--- config.mk ---
export PLATFORM = sky130hd
export DESIGN_NAME = key_sched_ctrl_flat
export DESIGN_NICKNAME = d
export VERILOG_FILES = /design/src/rtl/ldmac_pkg.sv /design/src/rtl/key_sched_ctrl_if.sv /design/src/rtl/key_step.sv /design/src/rtl/key_sched_ctrl.sv /design/src/flat_wrapper.sv
export SDC_FILE = /design/constraint.sdc
export NUM_CORES = 1
export LEC_CHECK = 0
export CAP_MARGIN = 20
export CORE_UTILIZATION = 55
export DETAILED_ROUTE_END_ITERATION = 16
export PLACE_DENSITY = 0.88
export SLEW_MARGIN = 25
export SYNTH_ARGS = -nofsm -noshare
export SYNTH_HDL_FRONTEND = slang
export SYNTH_SLANG_ARGS = --single-unit
--- constraint.sdc ---
create_clock -name clk -period 2.3 [get_ports clk]
set_input_delay 0.345 -clock clk [delete_from_list [all_inputs] [get_ports clk]]
set_output_delay 0.345 -clock clk [all_outputs]
set_load 0.01 [all_outputs]
--- src/rtl/ldmac_pkg.sv ---
// Shared LDMAC definitions: schedule FSM states, key/word widths and the
// per-word permutation used by the key-update step.
package ldmac_pkg;

  localparam int KEY_W  = 128;
  localparam int WORD_W = 32;

  typedef enum logic [1:0] {
    ST_IDLE = 2'd0,
    ST_RUN  = 2'd1,
    ST_DONE = 2'd2
  } state_t;

  // Low half rotates left by 4, high half rotates right by 2.
  function automatic logic [WORD_W-1:0] perm_word(input logic [WORD_W-1:0] x);
    return {x[17:16], x[31:18], x[11:0], x[15:12]};
  endfunction

endpackage

--- src/rtl/key_sched_ctrl_if.sv ---
// Round-key valid/ready channel from the key sequencer to the round datapath.
interface key_sched_ctrl_if #(
  parameter int IDX_W = 5
);
  logic                        rk_valid;
  logic                        rk_ready;
  logic [ldmac_pkg::WORD_W-1:0] rk_out;
  logic [IDX_W-1:0]            rk_idx;

  modport master (output rk_valid, output rk_out, output rk_idx, input rk_ready);
  modport slave  (input rk_valid, input rk_out, input rk_idx, output rk_ready);
endinterface

--- src/rtl/key_step.sv ---
// One key-update step: rotate the four words down and permute the old word 0
// into the top word position.
module key_step
  import ldmac_pkg::*;
(
  input  logic [KEY_W-1:0] i_st,
  output logic [KEY_W-1:0] o_st
);
  assign o_st = {perm_word(i_st[WORD_W-1:0]), i_st[KEY_W-1:WORD_W]};
endmodule

--- src/rtl/key_sched_ctrl.sv ---
// Round-key sequencer: holds the master key, steps the working key once per
// accepted round key, and supports reload and rewind from the stored key.
module key_sched_ctrl
  import ldmac_pkg::*;
#(
  parameter int ROUNDS = 32,
  parameter int IDX_W  = $clog2(ROUNDS)
) (
  input  logic             clk,
  input  logic             rst_n,
  input  logic [KEY_W-1:0] key_in,
  input  logic             key_load,
  input  logic             rewind,
  output logic             done,
  key_sched_ctrl_if.master rk
);
  state_t           r_state;
  state_t           w_state_next;
  logic [KEY_W-1:0] r_mkey;
  logic [KEY_W-1:0] r_st;
  logic [KEY_W-1:0] w_st_step;
  logic [IDX_W-1:0] r_ctr;
  logic             r_have_key;
  logic             w_rewind;
  logic             w_hs;
  logic             w_last;

  key_step u_step (
    .i_st (r_st),
    .o_st (w_st_step)
  );

  // Rewind is meaningless without a stored key and loses to a fresh load.
  assign w_rewind = rewind & ~key_load & r_have_key;
  assign w_hs     = (r_state == ST_RUN) & rk.rk_ready;
  assign w_last   = (r_ctr == IDX_W'(ROUNDS - 1));

  always_ff @(posedge clk or negedge rst_n) begin
    if (!rst_n) begin
      r_state <= ST_IDLE;
    end else begin
      r_state <= w_state_next;
    end
  end

  always_comb begin
    w_state_next = r_state;
    if (key_load || w_rewind) begin
      w_state_next = ST_RUN;
    end else if (w_hs && w_last) begin
      w_state_next = ST_DONE;
    end
  end

  // A handshake coinciding with load/rewind is dropped: the restart wins.
  always_ff @(posedge clk or negedge rst_n) begin
    if (!rst_n) begin
      r_mkey     <= '0;
      r_st       <= '0;
      r_ctr      <= '0;
      r_have_key <= 1'b0;
    end else if (key_load) begin
      r_mkey     <= key_in;
      r_st       <= key_in;
      r_ctr      <= '0;
      r_have_key <= 1'b1;
    end else if (w_rewind) begin
      r_st  <= r_mkey;
      r_ctr <= '0;
    end else if (w_hs) begin
      r_st <= w_st_step;
      if (!w_last) begin
        r_ctr <= r_ctr + IDX_W'(1);
      end
    end
  end

  assign rk.rk_valid = (r_state == ST_RUN);
  assign rk.rk_out   = r_st[WORD_W-1:0];
  assign rk.rk_idx   = r_ctr;
  assign done        = (r_state == ST_DONE);

endmodule

--- src/flat_wrapper.sv ---
// flat-port wrapper written by rule: the top's interface ports become plain ports
module key_sched_ctrl_flat import ldmac_pkg::*;
#(
  parameter int ROUNDS = 32,
  parameter int IDX_W  = $clog2(ROUNDS)
)
  (clk, rst_n, key_in, key_load, rewind, done, rk_rk_valid, rk_rk_out, rk_rk_idx, rk_rk_ready);
  key_sched_ctrl_if #(.IDX_W(IDX_W)) rk_i ();
  input  logic clk;
  input  logic rst_n;
  input  logic [KEY_W-1:0] key_in;
  input  logic key_load;
  input  logic rewind;
  output logic done;
  output wire logic [$bits(rk_i.rk_valid)-1:0] rk_rk_valid;
  output wire logic [$bits(rk_i.rk_out)-1:0] rk_rk_out;
  output wire logic [$bits(rk_i.rk_idx)-1:0] rk_rk_idx;
  input wire logic [$bits(rk_i.rk_ready)-1:0] rk_rk_ready;
  assign rk_rk_valid = rk_i.rk_valid;
  assign rk_rk_out = rk_i.rk_out;
  assign rk_rk_idx = rk_i.rk_idx;
  assign rk_i.rk_ready = rk_rk_ready;
  key_sched_ctrl #(.ROUNDS(ROUNDS), .IDX_W(IDX_W)) u_core (.clk(clk), .rst_n(rst_n), .key_in(key_in), .key_load(key_load), .rewind(rewind), .done(done), .rk(rk_i));
endmodule
==> impl_metrics.json <==
{
  "drtAntennaViolNets": 0,
  "dp_hpwl_um": 18980,
  "initial_utilization": 0.5587,
  "slew_violations": 0,
  "cts_hold_buffers": 1,
  "synth_edf_count": 0,
  "coreArea_um2": 21760,
  "clock_latency_ns": 0.52,
  "ys_async_sr_fraction": 1.000,
  "r2r_slack_ns": 0.45,
  "htree_levels": 1,
  "dr_total_vias": 9850,
  "synth_top_family_by_area": "compound AO/OA/AOI/OAI gates",
  "grt_overflow": 0,
  "synth-seq-cells": 264,
  "n_fill_cell": 1622,
  "clock_path_buffers": 3,
  "vias_per_cell": 5.747,
  "whs_ns": 0.3299,
  "power_density_nw_per_um2": 758.6,
  "worstSetupEndpointType": "primary output",
  "cts_tree": "built",
  "place_congestion": 0.7914,
  "grt_pass1_vias": 9756,
  "worstPathMaxFanout": 6,
  "syn_area_um2": 12150,
  "irDropWorstVdd_uv": 508.7,
  "die_x_um": 150.7,
  "period_minus_slack_ns": 1.998,
  "hold_viol_final": 0,
  "synthAdderAreaFrac": 0.002059,
  "startpoint": "u_core.r_state[0]",
  "synth_common_cells": "nand2_1 (390), dfrtp_1 (264), o21ai_0 (130)",
  "nets": 1552,
  "io_pins": 172,
  "p_leak_nw": 6.665,
  "cts_root_buf": "clkbuf_16",
  "firstDrtPassIters": 6,
  "grt_usage": 0.2675,
  "cts_sinks": 264,
  "fp-row-count": 54,
  "internal-power_mw": 8.333,
  "drcViolationCount": 0,
  "r2r-end": "u_core.rk.rk_idx[3]",
  "detail_route.wl_per_cell_um": 17.40,
  "clk_pin_slew_worst_paths_ns": 0.06,
  "dieHeight_um": 150.7,
  "relSlewSlack": 0.5813,
  "yosys.area.top_type_share": 0.5435,
  "yosys.area_share.simple": 0.1275,
  "antenna_found_initial": 0,
  "synth_top_cell_by_area": "dfrtp_1",
  "final_layout_size_suffix_gt1_frac": 0.04951,
  "required_ns": 1.96,
  "synth_xor_area_frac": 0.0007206,
  "worstPathArrival_ns": 1.65,
  "cts-resized-gates": 0,
  "max-cap-violations": 0,
  "wirelength_um": 29830,
  "status": "finished clean",
  "synth-compound-area-share": 0.2284,
  "rsz0062_at_grt": "false",
  "syn_nets": 1459,
  "pwr-share-comb": 0.136,
  "avgSynthCellArea_um2": 9.180,
  "drt_iter0_drc": 745,
  "diodes": 0,
  "cts_setup_buffers": 0,
  "power_frac_seq": 0.482,
  "holdCritPathClass": "input pin to flop",
  "fmax_ghz": 0.5006,
  "cts_buffers": 27,
  "syn_inst": 1324,
  "r2r-start": "u_core.rk.rk_idx[0]",
  "worstMarginPinSlew_ns": 0.6281,
  "reg2reg_depth": 5,
  "synth_mux_area_frac": 0.0008236,
  "startpoint_type": "flop",
  "area_growth_syn_to_layout_pct": 21.58,
  "period_share": 0.8686,
  "clkPwrFrac": 0.383,
  "yosysSeqAreaShare": 0.5435,
  "path_class": "flop to primary output",
  "yosys_warnings": 0,
  "setup_viol": 0,
  "fin_skew_ns": 0.007507,
  "dieArea_um2": 22700,
  "fin_tns_setup_ns": 0,
  "synth_cell_types": 28,
  "synth_most_common_cell": "nand2_1",
  "swShare": 0.2567,
  "endpoint": "rk_rk_valid",
  "yosys-top-cells-area": "dfrtp_1 (54%), nand2_1 (12%), a32oi_1 (9.2%)",
  "ys.flop_type": "dfrtp_1",
  "power.switching_mw": 2.877,
  "portBuffers": 171,
  "grt_pass1_wl_um": 48560,
  "grt_max_degree": 118
}
worst min-delay path by stage:
stage,cells past startpoint,slack (ns),endpoint,startpoint
floorplan,0,0.05,u_core.r_have_key,rst_n
global placement,1,0.31,u_core.r_st[110],rst_n
detailed placement,1,0.31,u_core.r_st[110],rst_n
CTS,3,0.33,u_core.r_st[18],key_load
global route,3,0.38,u_core.r_st[18],key_load
finish,3,0.33,u_core.r_st[18],key_load
metal layers:
layer / up-vias / global-route usage / part of all wire
met2: 346 / 0.4300 / 0.48
li1: 4617 / - / -
met3: 47 / 0.03212 / 0.060
met4: 0 / 0.07800 / 0.021
met5: - / 0 / 0
met1: 4840 / 0.3829 / 0.44
metrics by stage:
stage / worst slack [ns] / power, mW / instances / instance area, µm² / utilization
after floorplan: 0.5507 / 6.271 / 1324 / 12150 / -
after global placement: 0.3470 / 6.895 / 1667 / 13900 / 0.6391
after detailed placement: 0.2651 / 6.980 / 1667 / 13900 / 0.6391
after CTS: 0.3010 / 11.28 / 1714 / 14780 / 0.6792
after global routing: 0.2555 / 11.67 / 1714 / 14780 / 0.6792
final: 0.3023 / 11.21 / 1714 / 14780 / 0.6792
worst max-delay path, cell delays in order (launching register included):
cell and delay (ns):
dfrtp_1 0.45, nor2b_1 0.15, clkdlybuf4s50_1 0.53
final cells by class:
type                    count  area, µm²  share of cell area
clock buffers              38      767.0             0.05191
clock inverters             8      96.34            0.006520
inverters                 128      480.5             0.03251
multi-input cells         800       4389              0.2970
flip-flops and latches    264       6606              0.4471
well taps                 280      350.3             0.02371
repair buffers            196       2087              0.1412
state kept, by name, indices dropped and copies added, names as in the netlist:
name,flops
u_core.r_st,128
u_core.rk.rk_idx,5
u_core.r_mkey,128
u_core.r_state,2
u_core.r_have_key,1
power groups by stage:
stage                     registers [mW]  logic (mW)  clock network [mW]
after CTS                           5.39        1.53                4.35
final                               5.40        1.52                4.29
after detailed placement            5.46        1.52                   0
after global routing                5.44        1.70                4.53
after global placement              5.44        1.45                   0
after floorplan                     5.36       0.909                   0
placed cells by master (no fill, tap or decap), types with 2 or more instances in the layout:
master,n
nand2_1,389
dfrtp_1,264
clkdlybuf4s50_1,169
o21ai_0,130
o21bai_1,128
a32oi_1,128
inv_1,128
clkbuf_16,27
buf_12,14
buf_4,10
clkbuf_1,6
clkbuf_8,5
clkinv_2,5
a21oi_1,4
nor2b_1,2
nand2b_1,2
nor2_1,2
ha_1,2
bufinv_16,2
buf_8,2
cell families after synthesis:
group / Yosys count
mux: 1
compound gates: 393
simple gates: 403
xor+xnor: 1
flops: 264
fa+ha+maj: 2
buf+inv: 260
Power figures use the tool's default switching activity.
==> edit (same settings) <==
`ROUNDS` is set to 32 in 2 places; all go to 128.
--- a/src/rtl/key_sched_ctrl.sv
+++ b/src/rtl/key_sched_ctrl.sv
@@ -5,3 +5,3 @@
 #(
-  parameter int ROUNDS = 32,
+  parameter int ROUNDS = 128,
   parameter int IDX_W  = $clog2(ROUNDS)
--- a/src/flat_wrapper.sv
+++ b/src/flat_wrapper.sv
@@ -3,3 +3,3 @@
 #(
-  parameter int ROUNDS = 32,
+  parameter int ROUNDS = 128,
   parameter int IDX_W  = $clog2(ROUNDS)
Interface: changed (resized rk_rk_idx); port bits go from 172 to 174. No check against the original RTL was run, so the function may have changed too.
==> edit against the unedited design <==
  * Design area grew 13%
  * Register-to-register slack about the same
  * Sequential cell count grew 2
  * Worst hold slack improved by 0.035 ns
  * Wire length is 17% higher
  * First-iteration DRC count is 37% higher
  * Core utilization down 1.6 points
  * Worst setup slack got worse by 0.045 ns
  * Synthesized area increased by 16%
  * Combinational power is 28% higher
  * Synthesized cell count decreased by 6.6%
  * Highest routed layer is now met5
  * Count of clock-buffer cells in the layout is 3 higher
  * Critical path type unchanged
  * Total power increased by 8.6%
==> edit: results (changes against the unedited design) <==
[power_and_ir_drop]
vdd_drop_max_uv = 486  ; -4.4%
total_power_w = 0.0122  ; +8.6%
power_frac_comb = 0.159  ; +0.023
cellInternalPower_w = 0.00905  ; +8.7%
p_per_area_nw_per_um2 = 732  ; -3.6%
p_leak_nw = 6.74  ; +1.1%

[layout]
num_antenna_cells = 1  ; +1
n_all_buffers = 198  ; +1.0%
seq_share = 0.400  ; -0.0470
nets = 1439  ; -7.3%
multi_input_cells = 810  ; +1.3%
multi_input_comb_area_sq_um = 6510  ; +48%
buf_share = 0.125  ; -0.0163
inverters = 1  ; -99%
num-clock-buffers = 41  ; +7.9%
fill_cells = 1869  ; +15%
clk_share = 0.0588  ; +0.000350
drive_gt1_frac = 0.249  ; +0.200

[routing]
met3WireLength_um = 2440  ; +37%
vias_per_cell = 6.38  ; +11%
top_layer = met5
wl_met1_um = 14600  ; +12%
dr.pass1.iters = 5  ; -1
drt_wl_total_um = 34800  ; +17%
drt_iter0_drc = 1022  ; +37%
avgRoutedWirePerCell_um = 21.0  ; +21%
route.met2.wl_um = 16800  ; +16%

[placement]
gp_congestion = 0.821  ; +3.8%
hpwl_um = 20800  ; +9.8%
dp_cells = 1604  ; -3.8%
port_buffers = 173  ; +1.2%
dpl-instance-area_sq_um = 15700  ; +13%
dp_slack_ns = 0.266  ; +0.00119 ns

[logic_synthesis]
netlist_top_cells_count = dfrtp_1, a211oi_1, and3_1, nand3_1, nor2b_1
synth-seq-area-share = 0.473  ; -0.0702
synth_cell_type_count = 34  ; +21%
syn_area_per_cell_sq_um = 11.4  ; +24%
synthTopCellsByArea = dfrtp_1, o31ai_2, mux2_2

[run_status]
status = finished clean

[timing]
tightest_slew_ns = 0.805  ; +0.177 ns
fin_worst_skew_ns = 0.00849  ; +0.000986 ns

[global_route]
grt_use_total = 0.264  ; -0.00307
grt.met2_usage = 0.425  ; -0.00467
grt_pass1_vias = 10600  ; +9.2%
grt_pass1_wl_um = 55900  ; +15%
antenna_found_initial = 4  ; +4
gr-usage-met3 = 0.0508  ; +0.0187
grt_max_degree = 184  ; +56%

[worst_setup_path]
crit_fanout = 5  ; -1
cp.arrival_ns = 1.70  ; +0.05 ns
r2r-start = u_core.r_have_key$_DFFE_PN0P_

[clock_network]
cts_setup_buffers = 0  ; unchanged
insertion_delay_ns = 0.54  ; +0.02 ns
cts.sinks = 266  ; +0.76%

[floorplan]
nWellTaps = 330  ; +18%

==> edit: path summary, 6_finish.rpt <==
| check | cells past startpoint | endpoint | slack [ns] |
|---|---|---|---|
| worst max register to register | 4 | u_core.r_st[30]$_DFFE_PN0P_ | 0.45 |
| max in group asynchronous | 3 | u_core.r_have_key$_DFFE_PN0P_ | 1.14 |
| worst min-delay path | 2 | u_core.r_st[42]$_DFFE_PN0P_ | 0.37 |
| worst min register to register | 1 | u_core.r_mkey[68]$_DFFE_PN0P_ | 0.50 |
| min in group clk | 2 | u_core.r_mkey[121]$_DFFE_PN0P_ | 0.45 |
| worst max-delay path | 3 | rk_rk_valid | 0.26 |
==> edit: logic make-up (layout without fill, tap and decap cells) <==
kind of cell	count (synthesis)	after routing	synth area share
AO/OA/AOI/OAI	270	270	0.186
adder cells (fa/ha/maj)	1	1	0.000890
buffers and inverters	161	251	0.0648
flip-flops	266	266	0.473
multiplexers	131	131	0.105
other	0	1	0
AND/OR/NAND/NOR	408	408	0.170
